==> config.mk <==
export PLATFORM = sky130hd
export DESIGN_NAME = div_unit
export DESIGN_NICKNAME = d
export VERILOG_FILES = /design/src/rtl/cpu_pkg.sv /design/src/rtl/div_step.sv /design/src/rtl/div_unit.sv
export SDC_FILE = /design/constraint.sdc
export NUM_CORES = 1
export LEC_CHECK = 0
export CAP_MARGIN = 0
export CORE_UTILIZATION = 40
export DETAILED_ROUTE_END_ITERATION = 12
export GPL_ROUTABILITY_DRIVEN = 0
export PLACE_DENSITY = 0.59
export SYNTH_ARGS = -nofsm -noshare
export SYNTH_HDL_FRONTEND = slang
export SYNTH_SLANG_ARGS = --single-unit
==> constraint.sdc <==
create_clock -name clk -period 10.9 [get_ports clk]
set_clock_uncertainty 0.05 [all_clocks]
set_input_delay 1.635 -clock clk [delete_from_list [all_inputs] [get_ports clk]]
set_output_delay 1.635 -clock clk [all_outputs]
set_load 0.02 [all_outputs]
==> src/rtl/cpu_pkg.sv <==
// Shared definitions for the CPU datapath blocks: divider state encoding and
// default operand/counter widths.
`timescale 1ns/1ps

package cpu_pkg;

    localparam int DIV_WIDTH = 32;
    localparam int DIV_CNT_W = 6;

    localparam logic [2:0] DIV_IDLE   = 3'd0;
    localparam logic [2:0] DIV_LOAD   = 3'd1;
    localparam logic [2:0] DIV_RUN    = 3'd2;
    localparam logic [2:0] DIV_FINISH = 3'd3;
    localparam logic [2:0] DIV_DONE   = 3'd4;

endpackage

==> src/rtl/div_step.sv <==
// One restoring-division step on unsigned magnitudes: shift the next dividend
// bit into the partial remainder and subtract the divisor when it fits.
`timescale 1ns/1ps

module div_step
    import cpu_pkg::*;
#(
    parameter int WIDTH = DIV_WIDTH
) (
    input  logic [WIDTH-1:0] rem_i,
    input  logic [WIDTH-1:0] dvd_i,
    input  logic [WIDTH-1:0] dsr_i,
    output logic [WIDTH-1:0] rem_o,
    output logic [WIDTH-1:0] dvd_o,
    output logic             q_bit_o
);

    // The extra top bit keeps the compare exact even for a 2^(WIDTH-1) divisor.
    logic [WIDTH:0]   shifted;
    logic [WIDTH-1:0] diff;

    always_comb begin
        shifted = {rem_i, dvd_i[WIDTH-1]};
        diff    = shifted[WIDTH-1:0] - dsr_i;
        q_bit_o = (shifted >= {1'b0, dsr_i});
        rem_o   = q_bit_o ? diff : shifted[WIDTH-1:0];
        dvd_o   = {dvd_i[WIDTH-2:0], 1'b0};
    end

endmodule

==> src/rtl/div_unit.sv <==
// Multicycle signed divider: quotient on LO, remainder on HI (sign of dividend),
// single-cycle divStop on completion or divZero for a zero divisor.
`timescale 1ns/1ps

module div_unit
    import cpu_pkg::*;
#(
    parameter int WIDTH = DIV_WIDTH,
    parameter int CNT_W = DIV_CNT_W
) (
    input  logic             clk,
    input  logic             reset,
    input  logic             DIV_control,
    input  logic [WIDTH-1:0] A,
    input  logic [WIDTH-1:0] B,
    output logic             divStop,
    output logic             divZero,
    output logic             div_busy,
    output logic [WIDTH-1:0] HI,
    output logic [WIDTH-1:0] LO
);

    logic [2:0]       state_q, state_d;
    logic [WIDTH-1:0] dvd_q, dvd_d;
    logic [WIDTH-1:0] dsr_q, dsr_d;
    logic [WIDTH-1:0] rem_q, rem_d;
    logic [CNT_W-1:0] cnt_q, cnt_d;
    logic             neg_quo_q, neg_quo_d;
    logic             neg_rem_q, neg_rem_d;
    logic [WIDTH-1:0] hi_q, hi_d;
    logic [WIDTH-1:0] lo_q, lo_d;
    logic             stop_q, stop_d;
    logic             zero_q, zero_d;

    logic [WIDTH-1:0] step_rem;
    logic [WIDTH-1:0] step_dvd;
    logic             step_q;

    div_step #(
        .WIDTH (WIDTH)
    ) u_step (
        .rem_i   (rem_q),
        .dvd_i   (dvd_q),
        .dsr_i   (dsr_q),
        .rem_o   (step_rem),
        .dvd_o   (step_dvd),
        .q_bit_o (step_q)
    );

    always_comb begin
        state_d   = state_q;
        dvd_d     = dvd_q;
        dsr_d     = dsr_q;
        rem_d     = rem_q;
        cnt_d     = cnt_q;
        neg_quo_d = neg_quo_q;
        neg_rem_d = neg_rem_q;
        hi_d      = hi_q;
        lo_d      = lo_q;
        stop_d    = 1'b0;
        zero_d    = 1'b0;

        case (state_q)
            DIV_IDLE: begin
                if (DIV_control) begin
                    dvd_d     = A;
                    dsr_d     = B;
                    neg_quo_d = A[WIDTH-1] ^ B[WIDTH-1];
                    neg_rem_d = A[WIDTH-1];
                    state_d   = DIV_LOAD;
                end
            end
            DIV_LOAD: begin
                if (dsr_q == '0) begin
                    zero_d  = 1'b1;
                    state_d = DIV_IDLE;
                end else begin
                    // The dividend sign was captured as neg_rem; the divisor is still raw here.
                    dvd_d   = neg_rem_q ? -dvd_q : dvd_q;
                    dsr_d   = dsr_q[WIDTH-1] ? -dsr_q : dsr_q;
                    rem_d   = '0;
                    cnt_d   = '0;
                    state_d = DIV_RUN;
                end
            end
            DIV_RUN: begin
                rem_d = step_rem;
                dvd_d = step_dvd | {{(WIDTH-1){1'b0}}, step_q};
                cnt_d = cnt_q + CNT_W'(1);
                if (cnt_q == CNT_W'(WIDTH - 1)) begin
                    state_d = DIV_FINISH;
                end
            end
            DIV_FINISH: begin
                lo_d    = neg_quo_q ? -dvd_q : dvd_q;
                hi_d    = neg_rem_q ? -rem_q : rem_q;
                stop_d  = 1'b1;
                state_d = DIV_DONE;
            end
            DIV_DONE: begin
                state_d = DIV_IDLE;
            end
            default: begin
                state_d = DIV_IDLE;
            end
        endcase
    end

    always_ff @(posedge clk or posedge reset) begin
        if (reset) begin
            state_q   <= DIV_IDLE;
            dvd_q     <= '0;
            dsr_q     <= '0;
            rem_q     <= '0;
            cnt_q     <= '0;
            neg_quo_q <= 1'b0;
            neg_rem_q <= 1'b0;
            hi_q      <= '0;
            lo_q      <= '0;
            stop_q    <= 1'b0;
            zero_q    <= 1'b0;
        end else begin
            state_q   <= state_d;
            dvd_q     <= dvd_d;
            dsr_q     <= dsr_d;
            rem_q     <= rem_d;
            cnt_q     <= cnt_d;
            neg_quo_q <= neg_quo_d;
            neg_rem_q <= neg_rem_d;
            hi_q      <= hi_d;
            lo_q      <= lo_d;
            stop_q    <= stop_d;
            zero_q    <= zero_d;
        end
    end

    assign divStop  = stop_q;
    assign divZero  = zero_q;
    assign div_busy = (state_q != DIV_IDLE);
    assign HI       = hi_q;
    assign LO       = lo_q;

endmodule

Word level (Yosys, flattened, before mapping)
Index checks and enable logic that the tools add are counted.
{"block": "classes", "eq_ne": 9, "n_reduce_logical": 12, "n_addsub": 5, "muxes": 22, "bitwise_logic": 2, "n_lt_le_gt_ge": 1}
{"op": "32-bit two-way mux", "n": 10}
{"op": "32-bit one-hot mux with 2 select lines", "n": 2}
{"op": "32-bit negator", "n": 3}
{"op": "32-bit one-hot mux with 3 select lines", "n": 1}
{"op": "33-bit by 32-bit greater-or-equal comparator with 1-bit output", "n": 1}
{"op": "32-bit zero test", "n": 1}
{"op": "32-bit by 1-bit OR with 32-bit output", "n": 1}
{"op": "32-bit subtractor", "n": 1}
{"op": "3-bit one-hot mux with 4 select lines", "n": 1}
{"op": "6-bit one-hot mux with 2 select lines", "n": 1}
{"op": "2-bit != test (second input constant)", "n": 5}
{"op": "4-bit AND reduction", "n": 2}
{"op": "6-bit by 1-bit adder with 6-bit output (second input constant)", "n": 1}
{"op": "3-bit by 2-bit equality test with 1-bit output (second input constant)", "n": 2}
{"op": "6-bit by 5-bit equality test with 1-bit output (second input constant)", "n": 1}
{"op": "3-bit two-way mux", "n": 2}
{"op": "6-bit two-way mux", "n": 1}
{"op": "2-bit AND reduction", "n": 3}
{"op": "3-bit nonzero test", "n": 2}
{"op": "2-bit nonzero test", "n": 2}
{"op": "3-bit by 1-bit equality test with 1-bit output (second input constant)", "n": 1}
{"op": "3-bit zero test", "n": 1}
{"op": "1-bit two-way mux", "n": 3}
{"op": "3-bit AND reduction", "n": 1}
{"op": "other kinds (2)", "n": 2}
{"block": "word_totals", "word_cells": 63, "out_inout_bits": 67, "in_bits": 67, "register_bits": 173}

Longest topological paths before layout
Gate-level depths: netlist (run 1).
{"block": "depth", "ltp_word": 4, "ltp_mapped": 13, "mapped_depth_nobuf": 13}

Cells and area by module
From an unflattened synthesis (run 1), not the netlist that was laid out.
{"block": "unflattened", "cells_unflattened": 1360, "area_unflattened_um2": 11768.8}
{"mod": "div_unit", "instances": 1, "area_per_inst_um2": 9295.2, "cells_each": 1012, "seq_area_each_um2": 4329.2}
{"mod": "div_step", "instances": 1, "area_per_inst_um2": 2473.6, "cells_each": 348, "seq_area_each_um2": 0.0}

Least setup slack after synthesis (run 1)
No wires, ideal clock.
{"block": "synth_path", "path_type": "input port to flip-flop", "from": "in DIV_control", "to": "reg dsr_q[28]", "arrival_time_ns": 3.023, "n_path_buf": 1, "stages": 6, "setup_ns": 0.126, "path_slack_ns": 7.701, "required_ns": 10.724, "cell_sequence": "nand2b_1 nor3_1 nand2b_1 clkbuf_1 o21ai_0 a221o_1"}
{"block": "synth_between", "elab_chain_cells": 2}
{"element": "start: declaration", "line": "div_unit.sv:13", "source": "input logic DIV_control,"}
{"element": "2-bit != test (no source line)"}
{"element": "4-bit AND reduction (no source line)"}
{"element": "end signal: assignment", "line": "div_unit.sv:125", "source": "dsr_q <= dsr_d;"}
{"element": "end: declaration", "line": "div_unit.sv:25", "source": "logic [WIDTH-1:0] dsr_q, dsr_d;"}
Every way passes these cells.
A chain may end at the register's enable or synchronous reset.

Worst setup path in the final report (run 1)
{"block": "layout_path", "from": "reg rem_q[13]", "to": "reg rem_q[9]"}
{"block": "layout_between", "elab_chain_cells": 3}
{"element": "start: declaration", "line": "div_unit.sv:26", "source": "logic [WIDTH-1:0] rem_q, rem_d;"}
{"element": "start signal: assignment", "line": "div_unit.sv:126", "source": "rem_q <= rem_d;"}
{"element": "33-bit by 32-bit greater-or-equal comparator with 1-bit output", "line": "div_step.sv:25", "source": "q_bit_o = (shifted >= {1'b0, dsr_i});"}
{"element": "32-bit two-way mux", "line": "div_step.sv:26", "source": "rem_o = q_bit_o ? diff : shifted[WIDTH-1:0];"}
{"element": "32-bit one-hot mux with 2 select lines", "line": "div_unit.sv:63", "source": "case (state_q)"}
Every way passes these cells.

==> impl.org, run 1 <==
** Placed design
- Instance area at placement :: 0.0127 sq mm
- Port buffering added 133 buffers.
- Detail Placement HPWL :: 22200 um
- Worst setup slack after placement :: 6.88 ns

** Job
- Max Cap Violations :: 0

** Critical path
- Walking the worst path, the cells encountered are ha_1 -> a21o_1 -> a21o_1 -> a21oi_1 -> a21boi_0 -> o31ai_1 -> o211a_1 -> buf_4 -> mux2_2 -> a22o_1.
- Crit path arrival time :: 4.13 ns
- Number of buffers and inverters on the critical path :: 1
- Cell repeated most along the worst path :: sky130_fd_sc_hd__a21o_1
- The setup path with the least slack is of type flop to flop.
- STA puts the critical path data required time at 11.18 ns.
- Critical Path Sink Type :: flop
- In this run the worst path has a maximum fanout of 30.
- Grouping stages by cell kind, the critical path spends the most delay in compound AO/OA/AOI/OAI gates.
- On the critical path, the stage with the largest delay is an instance of sky130_fd_sc_hd__o211a_1.
- CP max stage delay :: about 0.65 ns
- The worst setup path is launched from a flop.

** Floorplanning
- Height of the die :: roughly 170 um
- Area of the core :: between 0.02 and 0.03 sq mm
- The die is 169 um wide.
- The die covers 0.0284 sq mm.
- Effective utilization at floorplan :: about 41%
- Std-Cell Rows :: 60
- Pin placement for this block handled around 130 I/O pins.

** Cells and area
- Final standard cell utilization of the core :: about half
- After routing the design area is 0.0133 sq mm.
- Area Overhead vs Synth :: 19.8%
- Total number of nets in the final design :: about 1500
- Of the cells placed in the final design, the portion with a size suffix greater than 1 is about 4.3%.

** Global route
- Via count of the first global-routing pass :: 9500
- The initial antenna violation count is 1.
- Sum of overflow across all layers after global routing :: 0
- Total routing resource utilization after global routing :: 22.5%
- The first global-routing pass estimated about 51000 um of wire.
- Maximum number of pins on one net before global-route repair :: 100

** Worst hold path
- Class of the tightest hold or removal check :: flop to flop

** Yosys
- YS warnings :: 0
- Average size of a mapped cell :: 8.27 sq um
- Of all cell types, the one taking the most synthesized area is sky130_fd_sc_hd__dfrtp_1.
- Gate Count Post-Synth :: 1342
- Seq/Total Area, Yosys :: 39.0%
- Share of synthesized registers carrying an async set or reset :: between 90% and 100%
- Total standard cell area after synthesis :: 0.0111 sq mm
- Number of distinct library cells after synthesis :: 66
- Mapped Nets :: between 1000 and 1500
- Proportion of netlist area held by the largest area contributor :: 39.0%
- Total of flip-flops plus latches after synthesis :: ~170
- Commonest cells in the netlist :: sky130_fd_sc_hd__nand2_1, sky130_fd_sc_hd__o21ai_0, sky130_fd_sc_hd__dfrtp_1
- In the synthesized netlist the dominant register cell turns out to be sky130_fd_sc_hd__dfrtp_1.
- In this run, synthesis inferred 0 flip-flops with an integrated enable.
- Most area-consuming cells after synthesis :: sky130_fd_sc_hd__dfrtp_1, sky130_fd_sc_hd__o21ai_0, sky130_fd_sc_hd__nand2_1
- Yosys instantiated no cell more often than sky130_fd_sc_hd__nand2_1.

** STA
- Relative slew margins :: between 20% and 30%
- Slew Viols, Final :: 0
- Pin slew with the least headroom to its limit :: roughly 1.1 ns
- Setup violations remaining at the end of the flow were counted as 0.
- Summed over all failing endpoints, the final setup total negative slack is 0 ns.
- Static timing analysis puts the maximum clock frequency at 0.260 GHz.
- Setup slack on the critical path of the routed design comes to 7.05 ns.
- Subtracting the final worst setup slack from the clock period gives 3.85 ns.
- The final hold violation count is 0.
- Of the available clock period, the critical path in the final layout requires 35.4%.
- Setup repair after global routing left no endpoint under its margin.

** Detailed routing
- Detailed-route vias per instance :: roughly 5.5
- For this block, the routed nets add up to 31200 um of wire.
- In the final routed layout, each cell accounts on average for 17.3 um.
- Total number of vias :: 9903
- First-pass iteration count of the detailed router :: 5
- Detail Route Antenna Nets :: 0
- Detailed router's first-iteration violation count :: around 770
- Number of DRC violations after detailed routing :: 0

** CTS
- The longest clock path from root to sink contains 2 buffers.
- In this run, post-CTS repair resized a total of 0 instances.
- Number of post-CTS setup repair buffers :: 0
- After clock tree synthesis, the clock-pin slew on the worst setup and hold paths is 0.07 ns.
- Hold buffer count at CTS :: 0
- Clock tree from TritonCTS :: done
- CTS Sinks :: 173
- Maximum level of the CTS H-tree :: 4
- For the worst-skew pair, the clock arrives at the later sink with an insertion delay of between 0.4 and 0.5 ns.
- Clock tree synthesis inserted a total of 17 buffers.
- Clk root buf :: sky130_fd_sc_hd__clkbuf_16

** Power and ir drop
- Of the total power, the clock network draws 13.9%.
- Switch Pwr :: 2.26 mW
- Sequential power share :: 27.5%
- Sw Share :: 48.1%
- Peak supply drop :: 0.000130 V
- In this run the power density over the cells is approximately 350 mW/mm^2.
- Leakage :: ~5.8 nW
- Combinational logic burns 58.7% of the power.
- Internal power comes to roughly 2.4 mW.

** Run status
- The flow ran to the end, and the final reports show no timing, DRC or antenna violations.
cells in the final DEF, fill, tap and decap left out, drive strengths merged, types with 6 or more instances in the layout:
cell type	instances
nor2	95
mux2i	11
a21o	18
o21ai	199
dfrtp	173
xnor2	38
o211ai	9
nor3	27
nor4	8
a21oi	57
clkbuf	17
and3	12
a211oi	7
ha	36
buf	14
a31oi	17
o31ai	21
nor3b	15
a22oi	7
a22o	6
nand4	9
o41ai	9
nand2b	7
or3	24
a221o	8
a221oi	19
xor2	71
or4	12
inv	56
nand3	24
clkdlybuf4s50	133
nand2	204
cell families after synthesis:
| kind of cell | count (synthesis) | share of synthesized area [%] |
|---|---|---|
| simple gates | 461 | 19.5 |
| compound gates | 410 | 22.6 |
| flops | 173 | 39.0 |
| buf+inv | 139 | 4.84 |
| xor+xnor | 109 | 8.60 |
| fa+ha+maj | 37 | 4.24 |
| mux | 13 | 1.19 |
worst min-delay path, cell delays in order (launching register included):
cell and delay [ns]:
sky130_fd_sc_hd__dfrtp_1 0.34, sky130_fd_sc_hd__nand2_1 0.04, sky130_fd_sc_hd__o21ai_0 0.06
power groups by stage:
stage	Clock [mW]	Combinational [mW]	Sequential, mW
3_3_place_gp	0	2.74	1.29
4_1_cts	0.667	2.78	1.29
3_5_place_dp	0	2.76	1.30
2_1_floorplan	0	1.91	1.31
6_report	0.652	2.76	1.29
5_1_grt	0.691	3.09	1.34
per-stage QoR:
stage / power [mW] / std cells / hold WS, ns
finish: 4.71 / 1806 / 0.427
global placement: 4.03 / 1774 / 0.411
global route: 5.13 / 1805 / 0.450
CTS: 4.74 / 1805 / 0.435
floorplan: 3.22 / 1342 / 0.402
detailed placement: 4.07 / 1774 / 0.419
registers in the layout, summed over array words and instances, names as in the netlist:
| name | count |
|---|---|
| HI | 32 |
| dsr_q | 32 |
| divStop | 1 |
| dvd_q | 32 |
| divZero | 1 |
| rem_q | 32 |
| LO | 32 |
| state_q | 3 |
| neg_quo_q | 1 |
| neg_rem_q | 1 |
| cnt_q | 6 |
final timing paths:
kind	startpoint	end	slack, ns	cells after the start
max reg2reg	rem_q[13]	rem_q[9]	7.05	10
max	rem_q[13]	rem_q[9]	7.05	10
max in group asynchronous	reset	dsr_q[28]	7.47	3
min reg2reg	LO[21]	LO[21]	0.43	2
min	LO[21]	LO[21]	0.43	2
min in group asynchronous	reset	LO[4]	1.76	2
layout make-up:
cell class	instances	area, sq um
Clock buffer	17	425
Fill cell	2670	13800
Inverter	52	200
Antenna cell	1	2.50
Tap cell	372	465
Sequential cell	173	4330
Clock inverter	14	184
Timing Repair Buffer	147	1440
Multi-Input combinational cell	1030	6260
metal layers:
metal	wire (um)	track usage (%)
met5	0	0
met4	874	8.66
met3	1110	2.67
met1	14300	29.5
met2	14900	37.9
Power figures use the tool's default switching activity.
==> inputs of run 2 (changes only) <==
==> constraint.sdc (replaced) <==
create_clock -name clk -period 3.6 [get_ports clk]
set_clock_uncertainty 0.05 [all_clocks]
set_input_delay 0.54 -clock clk [delete_from_list [all_inputs] [get_ports clk]]
set_output_delay 0.54 -clock clk [all_outputs]
set_load 0.02 [all_outputs]
==> impl.org, run 2 (same netlist as run 1, synthesis figures left out) <==
** Critical path
- Crit path arrival time :: 3.54 ns
- Critical path capture point :: dvd_q[0]
- Worst Path Required :: 3.81 ns
- Critical Path Sink Type :: flop
- Crit path launch :: dsr_q[1]
- Nature of the critical path startpoint :: flop
- Worst setup path category :: flop to flop
- The worst register-to-register path begins at dsr_q[1].
- The endpoint identified for the worst register-to-register timing path is dvd_q[0].
- Of all nets on the critical path, the largest fanout is 10.
- Worst reg2reg setup slack :: 0.27 ns
- Cell count of the worst reg-to-reg path :: 11

** Power and ir drop
- Peak supply drop :: 0.000511 V
- Sum of internal, switching and leakage power :: 14.5 mW
- Dividing total power by cell area gives a power density of 1080 mW/mm^2.
- In this run the static leakage power is 5.87 nW.

** Global route
- In this run the most used layer during global routing was met2.
- Sum of overflow across all layers after global routing :: 0
- Fraction of met3 tracks used by global routing :: under 10%
- Via count of the first global-routing pass :: 9584
- Total routing resource utilization after global routing :: 22.6%
- The first global-routing pass estimated 51200 um of wire.
- GR Util met1 :: between 20% and 30%
- Met2 usage in global routing :: 38.5%
- Entering global routing, the biggest net connects 89 pins.
- The initial antenna violation count is 0.

** Detailed routing
- For this block, the initial DRC count from the detailed router was around 700.
- Post-detailed-route wirelength per cell :: between 15 and 20 um
- The final layout contains routed wiring with a total length of 31300 um.
- Number of DRC violations after detailed routing :: 0
- The routed layout has 9962 vias.
- The pre-antenna-repair detailed-routing pass consisted of 7 iterations.
- Detail Route Antenna Nets :: 0
- Using the TritonRoute via totals, the vias-per-cell ratio works out to 5.46.

** CTS
- The H-tree was split into 4 levels.
- Clock tree from TritonCTS :: done
- Clock-pin slew was measured on the worst setup and hold paths at 0.07 ns.
- Clk Latency, worst-skew pair :: 0.43 ns
- Number of buffers inserted during clock tree synthesis :: 17
- The clock net in this run drives a total of 173 sinks.
- No sink is reached through more buffers than the 2 on the longest clock path.
- Number of post-CTS setup repair buffers :: 0
- Post-CTS sizing :: 0
- The tree is rooted in a sky130_fd_sc_hd__clkbuf_16.
- Buffers inserted to repair hold after CTS numbered 0.

** Cells and area
- After routing the design area is 0.0135 sq mm.
- Fraction of final layout cells with drive strength greater than 1 :: 5.51%
- Storage element area :: around 0.0043 sq mm
- Cells fill about 50% of the core in the end.
- The layout has ~2700 filler cells.
- In the final layout, the multi-input gates occupy around 0.0063 sq mm.
- For this run, the post-layout net count is 1543.
- Diodes inserted :: 0
- Area Overhead vs Synth :: 21.6%
- Most common cell after layout, fill and taps aside :: sky130_fd_sc_hd__nand2_1
- Most frequent cells in the layout :: sky130_fd_sc_hd__nand2_1, sky130_fd_sc_hd__o21ai_0, sky130_fd_sc_hd__dfrtp_1
- Once layout is complete, the cells apart from fillers number 1823.

** Floorplanning
- Area of the core :: 0.0271 sq mm
- Std-Cell Rows :: 60
- The die covers around 0.028 sq mm.
- The die is between 150 and 200 um tall.
- 134 I/O pins were placed.
- The initial utilization of the core area, before any placement, comes to 41.0%.
- The die is 169 um wide.

** Worst hold path
- Class of the tightest hold or removal check :: flop to flop

** Placed design
- Input and output buffers added on the ports amount to 133.
- Worst setup slack after placement :: 0.340 ns
- Detail Placement HPWL :: 22500 um
- Once placement finished, the instance area stood at 0.0129 sq mm.
- Number of cells after detailed placement :: 1792

** Job
- Max-cap violations in this run came to 0.

** STA
- Setup repair after global routing missed its margin :: no
- Slack of the critical path :: 0.270 ns
- For the pin with the worst max-slew slack, the measured transition is 1.04 ns.
- Hold_ws :: 0.427 ns
- For this run, the top clock speed supported by timing is approximately 0.30 GHz.
- In the final timing run, aggregate negative setup slack is 0 ns.
- Shortest period the worst path allows :: 3.33 ns
- Measured against its own limit, the worst slew margin works out to 30.6%.
- The final hold violation count is 0.
- The number of max-slew violations in the final report was 0.
- Share of the cycle needed by the critical path after routing :: 92.5%
- Setup violations remaining at the end of the flow were counted as 0.

** Run status
- Status :: completed
## run 2: area by class of cell
class	instances	area share (%)
Sequential cell	173	32.1
Clock buffer	17	3.15
Inverter	52	1.47
Timing Repair Buffer	165	12.0
Multi-Input combinational cell	1030	46.3
Tap cell	372	3.45
Clock inverter	14	1.55
## run 2: worst min path at each step
stage,cells after the start,startpoint,end
2_1_floorplan,1,cnt_q[5],cnt_q[5]
3_3_place_gp,2,LO[21],LO[21]
3_5_place_dp,2,LO[21],LO[21]
4_1_cts,2,LO[21],LO[21]
5_1_grt,2,LO[21],LO[21]
6_report,2,LO[19],LO[19]
## run 2: per-layer routing
metal / vias up / part of all wire (%)
met3: 37 / 3.7
met5: - / 0
li1: 4959 / -
met2: 247 / 49
met4: 0 / 1.9
met1: 4719 / 46
## run 2: power by group
group,leakage (nW),internal [mW],switching (mW)
Combinational,3.42,3.59,5.03
Clock,0.303,1.18,0.865
Sequential,2.15,2.87,1.01
## run 2: critical path: stages (launching register included)
cell and delay [ns]:
sky130_fd_sc_hd__dfrtp_1 0.38, sky130_fd_sc_hd__inv_1 0.18, sky130_fd_sc_hd__ha_1 0.23, sky130_fd_sc_hd__nor3b_1 0.44
sky130_fd_sc_hd__nand4b_1 0.30, sky130_fd_sc_hd__nand4bb_1 0.39, sky130_fd_sc_hd__nand4b_1 0.38, sky130_fd_sc_hd__nand4b_1 0.20
sky130_fd_sc_hd__a21oi_1 0.10, sky130_fd_sc_hd__buf_4 0.19, sky130_fd_sc_hd__a32oi_1 0.21, sky130_fd_sc_hd__o21ai_0 0.10
==> inputs of run 3 (changes only) <==
--- a/config.mk
+++ b/config.mk
@@ -12,4 +12,5 @@
 export PLACE_DENSITY = 0.59
 export SYNTH_ARGS = -nofsm -noshare
 export SYNTH_HDL_FRONTEND = slang
+export SYNTH_HIERARCHICAL = 1
 export SYNTH_SLANG_ARGS = --single-unit
==> impl.org, run 3 <==
** Run status
- The flow ran to the end, and the final reports show no timing, DRC or antenna violations.

** Global route
- Via count of the first global-routing pass :: just under 10000
- The initial antenna violation count came to 0.
- First-pass GRT wire length :: 52000 um
- Entering global routing, the biggest net connects 94 pins.
- Across every metal layer, demand over resource in global routing totals 21.4%.
- Summed over all layers, the global routing overflow is 0.

** STA
- Relative slew margins :: 42.1%
- Shortest period the worst path allows :: 3.35 ns
- Slack of the critical path :: 0.246 ns
- For the pin with the worst max-slew slack, the measured transition is 0.868 ns.
- Hold Fails Final Rpt :: 0
- Setup violations remaining at the end of the flow were counted as 0.
- Static timing analysis puts the maximum clock frequency at 0.298 GHz.
- Share of the cycle needed by the critical path after routing :: ~93%
- Hold_ws :: 0.424 ns
- Setup total negative slack on the finished layout was measured at 0 ns.
- The number of max-slew violations in the final report was 0.
- Setup repair after global routing missed its margin :: no

** Critical path
- Master of the slowest instance on the critical path :: sky130_fd_sc_hd__dfrtp_1
- CP max stage delay :: 0.42 ns
- The setup path with the least slack is of type flop to flop.
- Cell-by-cell trace of the critical path :: inv_1 -> ha_2 -> a21o_1 -> a21o_1 -> a31oi_1 -> a2bb2oi_1 -> o31ai_2 -> a211oi_2 -> nor3_1 -> nor3_4 -> clkbuf_16 -> mux2_2 -> a22o_1
- Worst reg2reg setup slack :: 0.25 ns
- Terminus of the critical flop-to-flop path :: rem_q[9]
- Among the stages of the critical path, the cell type that occurs most often is sky130_fd_sc_hd__a21o_1.
- Data arrives at the worst endpoint at 3.63 ns.
- Cell count of the worst reg-to-reg path :: 13
- In this run the worst setup path terminates at rem_q[9].
- In this run the worst setup path begins at dsr_q[13].
- The startpoint identified for the worst register-to-register timing path is dsr_q[13].
- Crit path max fanout :: 15
- Critical Path Sink Type :: flop
- Nature of the critical path startpoint :: flop
- Worst Path Required :: 3.87 ns

** Yosys
- Cell taking the most area after synthesis :: sky130_fd_sc_hd__dfrtp_1
- By area the synthesized netlist is led by sky130_fd_sc_hd__dfrtp_1, sky130_fd_sc_hd__o21ai_0, sky130_fd_sc_hd__xor2_1.
- The synthesized netlist contains 78 unique library cells.
- Synthesis produced a netlist with a net count of 1464.
- For this run, the leading register cell type out of synthesis is sky130_fd_sc_hd__dfrtp_1.
- Most frequent cell after synthesis :: sky130_fd_sc_hd__dfrtp_1
- Number of enable flip-flop cells after synthesis :: 0
- Average size of a mapped cell :: 8.65 sq um
- Gate Count Post-Synth :: 1360
- The share of the Yosys chip area taken by registers is a little under two fifths.
- The synthesized design devotes to its leading area cell type approximately 37% of total area.
- Commonest cells in the netlist :: sky130_fd_sc_hd__dfrtp_1, sky130_fd_sc_hd__nand2_1, sky130_fd_sc_hd__o21ai_0
- YS warnings :: 6
- In this run, synthesis produced a sequential element count of between 150 and 200.
- In the synthesized netlist the async set-or-reset flop fraction comes to 100%.
- The mapped netlist covers 0.0118 sq mm.

** Job
- Max Cap Violations :: 0

** Cells and area
- In the final layout, the share of cells above drive strength 1 is 9.59%.
- In the final layout, the multi-input gates occupy 0.00668 sq mm.
- Storage element area :: 0.00433 sq mm
- Diodes inserted :: 0
- The top cell types in the final layout, fill and taps aside, are sky130_fd_sc_hd__dfrtp_1, sky130_fd_sc_hd__nand2_1, sky130_fd_sc_hd__o21ai_0.
- Leaving out fill and tap cells, the most frequent cell in the layout is sky130_fd_sc_hd__dfrtp_1.
- In the final design database the tool counted 1530 nets.
- Cell Count, Final, Fillers Out :: about 1800
- Fill cells in the final layout number 2822.
- Area Overhead vs Synth :: 18.2%

** CTS
- The clock tree synthesis step divided the H-tree into 4 levels.
- Number of buffers inserted during clock tree synthesis :: 17
- Counting along the longest clock path gives a buffer depth of 2.
- TritonCTS built the clock tree.
- Clock tree synthesis selected as its root buffer the cell sky130_fd_sc_hd__clkbuf_16.
- Hold buffer count at CTS :: 0
- The later pin in the worst-skew pair is clocked with a latency of 0.44 ns.
- The clock net in this run drives a total of 173 sinks.
- After clock tree synthesis, the clock-pin slew on the worst setup and hold paths is approximately 0.06 ns.

** Placed design
- Detailed placement finished with a half-perimeter wire length of 22900 um.
- Total of buffers placed on input and output ports :: 133
- The number of placed instances, taps included, is 1789.
- Worst setup slack after placement :: 0.134 ns

** Floorplanning
- The initialized floorplan defines just over 60 standard-cell rows.
- Area of the core :: 0.0289 sq mm
- The die covers approximately 0.03 sq mm.
- For this configuration, the core starts out at a cell density of 40.8%.
- Pin placement for this block handled 134 I/O pins.
- The die is 174 um tall.
- Die span in x :: 174 um

** Detailed routing
- Detailed router's first-iteration violation count :: 941
- The routed design has about 32000 um of wire.
- In this run the remaining antenna-violating nets after routing total 0.
- Total number of vias :: 10223
- Detailed-route vias per instance :: 5.61
- For this run, design rule violations remaining after detail routing come to 0.
- Dividing the detail-routed wire length by the instance count gives 17.5 um.
- First-pass iteration count of the detailed router :: 6

** Power and ir drop
- VDD sags by at most 0.000378 V.
- Power Density :: 889 mW/mm^2
- Sum of internal, switching and leakage power :: around 12 mW
- In this run the static leakage power is about 6.2 nW.

** Worst hold path
- Class of the tightest hold or removal check :: flop to flop
[run 3: worst max-delay path: cells and delay by family (launching register included)]
kind / cells / cell delay (ns)
muxes: 1 / 0.34
buffers and inverters: 2 / 0.33
and+or+nand+nor: 2 / 0.38
DFF: 1 / 0.42
adders and majority gates: 1 / 0.31
AOI/OAI and AO/OA: 7 / 1.41
[run 3: area by class of cell]
cell class | count | area share (%)
clock inverters | 11 | 0.603
multi-input cells | 1011 | 48.0
flip-flops and latches | 173 | 31.1
clock buffers | 21 | 3.31
well taps | 384 | 3.45
repair buffers | 168 | 11.9
inverters | 55 | 1.51
[run 3: what timing repair did]
| item | in CTS | in global routing |
|---|---|---|
| gates resized for setup | 0 | 10 |
| setup buffers | 0 | 1 |
| endpoints found under the setup margin | 0 | 31 |
[run 3: per-layer routing]
metal  global-route usage, %  up-vias  share of wire, %
met5                       0        -                 0
met4                    5.20        0               1.2
met3                    2.98       23               4.2
met2                    31.9      273                44
met1                    32.4     4912                51
li1                        -     5015                 -
[run 3: worst min path at each step]
stage / cells past startpoint / to / startpoint
floorplan: 1 / cnt_q[5] / cnt_q[5]
global placement: 1 / cnt_q[5] / cnt_q[5]
detailed placement: 1 / cnt_q[5] / cnt_q[5]
CTS: 1 / cnt_q[5] / cnt_q[5]
global route: 1 / cnt_q[5] / cnt_q[5]
finish: 1 / cnt_q[5] / cnt_q[5]
[run 3: cells by family after synthesis]
group           synth area share, %
simple gates                   17.0
other cells                  0.0319
buf+inv                        6.94
xor+xnor                       7.89
mux                            3.21
flops                          36.8
fa+ha+maj                      4.00
compound gates                 24.1
[run 3: where the power goes]
part	switching, mW	total, mW	internal [mW]	leakage, nW
combinational	4.04	6.94	2.89	3.70
clock	0.828	1.75	0.926	0.256
sequential	0.952	3.67	2.72	2.21
total	5.82	12.4	6.54	6.17
[run 3: through the flow]
step	util [%]	cell area (sq um)
floorplan	-	11800
global placement	46.1	13300
detailed placement	46.1	13300
CTS	48.0	13800
global route	48.2	13900
finish	48.2	13900
